## src/rtl/fetch_pkg.sv

```systemverilog
// Shared types and constants for the instruction-fetch slice.
package fetch_pkg;

    localparam int unsigned XLEN       = 32;
    localparam int unsigned INSN_BYTES = 4;
    localparam logic [XLEN-1:0] NOP    = 32'h0000_0013;

    typedef enum logic [1:0] {
        BOOT,
        FETCH,
        HOLD
    } fetch_state_t;

    typedef struct packed {
        logic [XLEN-1:0] pc;
        logic [XLEN-1:0] instr;
    } fetch_entry_t;

    function automatic logic [XLEN-1:0] alignPc(input logic [XLEN-1:0] addr);
        return {addr[XLEN-1:2], 2'b00};
    endfunction

endpackage

```

## src/rtl/fetch_queue.sv

```systemverilog
// Synchronous FIFO of {pc, instr} entries between fetch and decode.
module fetch_queue
    import fetch_pkg::*;
#(
    parameter int unsigned DEPTH = 4
) (
    input  logic                   clk,
    input  logic                   rst,
    input  logic                   push,
    input  fetch_entry_t           pushData,
    input  logic                   pop,
    input  logic                   flush,
    output logic                   headValid,
    output fetch_entry_t           headData,
    output logic [$clog2(DEPTH):0] count
);

    localparam int unsigned AW = $clog2(DEPTH);
    localparam int unsigned CW = AW + 1;

    fetch_entry_t  mem [DEPTH];
    logic [AW-1:0] rdPtr;
    logic [AW-1:0] wrPtr;
    logic          doPush;
    logic          doPop;

    // A pop frees a slot in the same cycle, so a full queue can still accept.
    assign doPop  = pop && (count != '0);
    assign doPush = push && ((count < CW'(DEPTH)) || doPop);

    always_ff @(posedge clk) begin
        if (rst || flush) begin
            rdPtr <= '0;
            wrPtr <= '0;
            count <= '0;
        end else begin
            if (doPush) begin
                wrPtr <= wrPtr + AW'(1);
            end
            if (doPop) begin
                rdPtr <= rdPtr + AW'(1);
            end
            case ({doPush, doPop})
                2'b10:   count <= count + CW'(1);
                2'b01:   count <= count - CW'(1);
                default: count <= count;
            endcase
        end
    end

    always_ff @(posedge clk) begin
        if (doPush && !flush && !rst) begin
            mem[wrPtr] <= pushData;
        end
    end

    assign headValid = (count != '0);
    assign headData  = mem[rdPtr];

endmodule

```

## src/rtl/fetch_unit.sv

```systemverilog
// Fetch initiator: PC register, fetch FSM, response acceptance and decode-side queue.
module fetch_unit
    import fetch_pkg::*;
#(
    parameter logic [31:0] RESET_PC = 32'h0000_0000,
    parameter int unsigned DEPTH    = 4
) (
    input  logic                   clk,
    input  logic                   rst,
    output logic [31:0]            memAddr,
    input  logic [31:0]            memDout,
    input  logic [31:0]            memAddrOut,
    input  logic                   memReadValid,
    input  logic                   memReady,
    output logic                   instValid,
    output logic [31:0]            instData,
    output logic [31:0]            instPc,
    input  logic                   instReady,
    input  logic                   redirectValid,
    input  logic [31:0]            redirectPc,
    input  logic                   haltReq,
    output logic [$clog2(DEPTH):0] queueCount,
    output logic [31:0]            fetchCount
);

    localparam int unsigned CW = $clog2(DEPTH) + 1;
    localparam logic [XLEN-1:0] BOOT_PC = {RESET_PC[XLEN-1:2], 2'b00};

    fetch_state_t    state;
    logic [XLEN-1:0] pc;
    logic            pop;
    logic            accept;
    logic            headValid;
    fetch_entry_t    head;
    fetch_entry_t    pushEntry;

    assign pop = headValid && instReady;

    // Only a response echoing the current pc, with room in the queue, advances fetch.
    assign accept = (state == FETCH) && !haltReq && !redirectValid
                 && memReady && memReadValid && (memAddrOut == pc)
                 && ((queueCount < CW'(DEPTH)) || pop);

    assign pushEntry = '{pc: pc, instr: memDout};

    always_ff @(posedge clk) begin
        if (rst) begin
            state      <= BOOT;
            pc         <= BOOT_PC;
            fetchCount <= '0;
        end else if (redirectValid) begin
            state <= haltReq ? HOLD : FETCH;
            pc    <= alignPc(redirectPc);
        end else begin
            unique case (state)
                BOOT:    state <= FETCH;
                FETCH:   if (haltReq) state <= HOLD;
                HOLD:    if (!haltReq) state <= FETCH;
                default: state <= BOOT;
            endcase
            if (accept) begin
                pc         <= pc + XLEN'(INSN_BYTES);
                fetchCount <= fetchCount + 32'd1;
            end
        end
    end

    fetch_queue #(
        .DEPTH(DEPTH)
    ) uQueue (
        .clk      (clk),
        .rst      (rst),
        .push     (accept),
        .pushData (pushEntry),
        .pop      (pop),
        .flush    (redirectValid),
        .headValid(headValid),
        .headData (head),
        .count    (queueCount)
    );

    assign memAddr   = pc;
    assign instValid = headValid;
    assign instData  = headValid ? head.instr : '0;
    assign instPc    = headValid ? head.pc : '0;

endmodule
```

## config.mk

```make
export PLATFORM = sky130hd
export DESIGN_NAME = fetch_unit
export DESIGN_NICKNAME = d
export VERILOG_FILES = /design/src/rtl/fetch_pkg.sv /design/src/rtl/fetch_queue.sv /design/src/rtl/fetch_unit.sv
export SDC_FILE = /design/constraint.sdc
export NUM_CORES = 1
export LEC_CHECK = 0
export CORE_ASPECT_RATIO = 1.5
export CORE_MARGIN = 1
export CORE_UTILIZATION = 57
export DETAILED_ROUTE_END_ITERATION = 7
export PLACE_DENSITY_LB_ADDON = 0.05
export SETUP_SLACK_MARGIN = 0.5
export SLEW_MARGIN = 10
export SYNTH_ARGS = -nofsm -noshare
export SYNTH_HDL_FRONTEND = slang
export SYNTH_SLANG_ARGS = --single-unit
export TNS_END_PERCENT = 1
```

## constraint.sdc

```tcl
create_clock -name clk -period 6 [get_ports clk]
set_clock_uncertainty 0.1 [all_clocks]
set_input_delay 0.6 -clock clk [delete_from_list [all_inputs] [get_ports clk]]
set_output_delay 0.6 -clock clk [all_outputs]
set_load 0.05 [all_outputs]
```

==> flow_summary.ini <==
[cells_and_area]
multiInputGateArea_sq_um = 4670
seq_area_sq_um = 8920
drive_gt1_share_pct = 10.6
nNetsFinal = 1292
antennaDiodeCount = 0
area_growth_pct = 24.3
fillers = 1650

[clock_tree]
cts_resized = 0
clock_sinks = 321
clk_latency_ns = 0.54
htreeDepth = 1
cts_made_buffers = 29
holdBufCountCts = 0
root_buffer = clkbuf_16
clk_pin_slew_ns = 0.07
cts_buffer_depth = 3
cts_tree = yes
post_cts_buffers = 0

[critical_path]
arrival_ns = 4.78
critPathLaunchType = register
rr_worst_depth = 11
critical_path_peak_fanout = 16
crit_required_ns = 6.36
regToRegSetupSlack_ns = 1.58
path_cells = xor2_1, nor4_1, nand4_2, nor3_4, inv_1, ha_1, inv_1, fa_1, xor2_1, or3_1, a21oi_1
crit_path_top_delay_cell = nor4_1
rr_startpoint = memAddr[6]
crit_path_end_kind = register
timing.rr.end = uQueue.count[2]
cpPeakStageDelay_ns = 0.72
crit_type = register to register

[timing]
worst_hold_slack_ns = 0.392
fmax_mhz = 226
rsz0062_at_grt = no
setup_viol = 0
tightest_slew_ns = 1.11
period_share_pct = 73.6
fin_crit_ns = 4.42
tns_ns = 0
slew_viol_final = 0
hold_violations = 0
relSlewSlack_pct = 26.1

[pwr]
finalPower_mw = 4.45
vdd_drop_max_v = 0.000231
combPwrFrac_pct = 5.7
switching_share_pct = 21.6
p_sw_mw = 0.960
internal_power_mw = 3.49
p_per_area_nw_per_um2 = 258
clock_power_share_pct = 39.0
sequentialPowerShare_pct = 55.3
p_leak_nw = 5.47

[synth]
synth_top_area_cell = edfxtp_1
synth_top_area_share_pct = 53.6
syn_area_sq_um = 13900
syn_area_per_cell_sq_um = 14.3
synth_edf_count = 248
postSynth.asyncResetShare_pct = 0
synth-seq-cells = 321
yosysWarnings = 0
ys.flop_type = edfxtp_1
synth.area.top_cells = edfxtp_1, dfxtp_1, mux4_2
synthCells = 975
synth_cell_types = 60
ys_seq_area_share_pct = 64.1

[detailed_routing]
wl_mm = 32.0
drtIter0Drc = 682
final_antenna_net_count = 0
firstDrtPassIters = 5
wl_per_cell_microns = 21.0
drc_errors = 0
routed_via_density = 5.99
vias = 9124

[worst_hold_path]
hold_start = uQueue.wrPtr[1]
whs_path_depth = 2
holdPathEnd = uQueue.wrPtr[1]
hold_path_class = register to register

[grt]
met2_usage_pct = 45.9
track_usage_pct = 26.0
grt_pass1_vias = 8821
grt.met1_usage_pct = 32.3
antenna_found_initial = 1
grt_pass1_wl_mm = 49.4
grt_max_degree = 69
gr-usage-met3_pct = 5.59
overflow = 0
grt-busiest-layer = met2

[placement]
portBuffers = 228
gp_congestion = 0.852
dp_hpwl_mm = 20.2

[floorplan]
initial_core_util_pct = 58.3
die_height_microns = 193
rows = 69
dieArea_sq_um = 25000
die_x_microns = 130
ios = 235
core_sq_um = 23800

[status]
status = finished clean

[job]
cap_viol_max_count = 0
registers in the layout (all words and copies together) (netlist names), named ones only:
register and flops:
fetchCount 32, memAddr 30, state 2, uQueue.count 3, uQueue.mem 248, uQueue.rdPtr 2
uQueue.wrPtr 2
placed cells by master (no fill, tap or decap), types with 7 or more instances in the layout:
master / Yosys / final
and4_1: 9 / 9
or4_1: 28 / 28
clkdlybuf4s50_1: 0 / 227
a31oi_1: 17 / 17
edfxtp_1: 248 / 248
and3_1: 19 / 15
o21ai_0: 30 / 30
inv_1: 23 / 23
ha_1: 7 / 7
or3_1: 9 / 9
a21oi_1: 47 / 47
dfxtp_1: 73 / 71
clkbuf_1: 44 / 13
xor2_1: 21 / 21
and2_1: 76 / 76
nand3_1: 29 / 28
buf_4: 4 / 7
a21o_1: 8 / 8
mux4_2: 62 / 62
nand4_1: 14 / 14
clkbuf_16: 0 / 29
nor2_1: 32 / 32
nand2_1: 39 / 39
nor4_1: 14 / 14
o31ai_1: 24 / 24
xnor2_1: 21 / 21
power by group through the flow:
stage / Clock (mW) / Sequential (mW) / Combinational [mW]
3_3_place_gp: 0 / 2.50 / 0.250
5_1_grt: 1.85 / 2.46 / 0.270
4_1_cts: 1.76 / 2.46 / 0.255
2_1_floorplan: 0 / 2.53 / 0.0885
6_report: 1.74 / 2.46 / 0.254
3_5_place_dp: 0 / 2.51 / 0.254
layout make-up:
| class | count | share of cell area [%] |
|---|---|---|
| Multi-Input combinational cell | 571 | 27.0 |
| Clock buffer | 44 | 4.64 |
| Tap cell | 319 | 2.31 |
| Timing Repair Buffer | 235 | 13.5 |
| Sequential cell | 321 | 51.6 |
| Clock inverter | 9 | 0.435 |
| Inverter | 23 | 0.500 |
per-stage QoR:
stage / util (%) / area (sq um) / cells / setup WS [ns]
finish: 72.5 / 17300 / 1522 / 1.58
detailed placement: 68.8 / 16400 / 1469 / 1.15
global placement: 68.8 / 16400 / 1469 / 1.25
floorplan: - / 13900 / 978 / 1.52
CTS: 72.5 / 17300 / 1522 / 1.60
global route: 72.5 / 17300 / 1522 / 1.39
cells in the mapped netlist, drive strengths merged, types with 3 or more instances:
master	number
nand4	15
or4	29
inv	23
ha	7
nor4	14
nor2	32
o31ai	24
clkbuf	44
edfxtp	248
a21o	8
mux4	62
a2111oi	3
nor2b	6
o311ai	3
dfxtp	73
a211oi	5
a31oi	17
and2	76
or3	9
buf	19
nor3b	3
xor2	21
nor3	8
and3	19
nand2	40
nand3	29
o21ai	30
a21oi	47
xnor2	21
and4	9
a311oi	3
worst max-delay path, delay by kind of cell (launching register included):
kind                       cells  cell delay, ns
and+or+nand+nor                4            2.23
adders and majority gates      2            0.52
buffers and inverters          2            0.53
AOI/OAI and AO/OA              1            0.14
xor gates and xnor gates       2            0.19
DFF                            1            0.60
logic make-up (layout without fill, tap and decap cells):
kind of cell,after synthesis,in the layout,synth area share [%]
muxes,65,65,10.3
xor gates and xnor gates,42,42,2.65
other,1,4,0.0270
buffers and inverters,86,311,2.59
DFF,321,321,64.1
AOI/OAI and AO/OA,154,154,6.98
and+or+nand+nor,298,298,12.6
adders and majority gates,8,8,0.774
layer usage:
layer | part of all wire, % | routed length [microns]
met4 | 2.2 | 692
met5 | 0.041 | 13
met1 | 38 | 12200
met2 | 52 | 16700
met3 | 7.5 | 2390
worst max-delay path by stage:
stage	from	end
after floorplan	memAddr[8]	uQueue.mem[0][0]
after global placement	memAddrOut[14]	uQueue.count[2]
after detailed placement	memAddrOut[14]	uQueue.count[2]
after CTS	memAddr[6]	uQueue.count[2]
after global routing	memAddr[6]	uQueue.count[2]
final	memAddr[6]	uQueue.count[2]
Power figures use the tool's default switching activity.
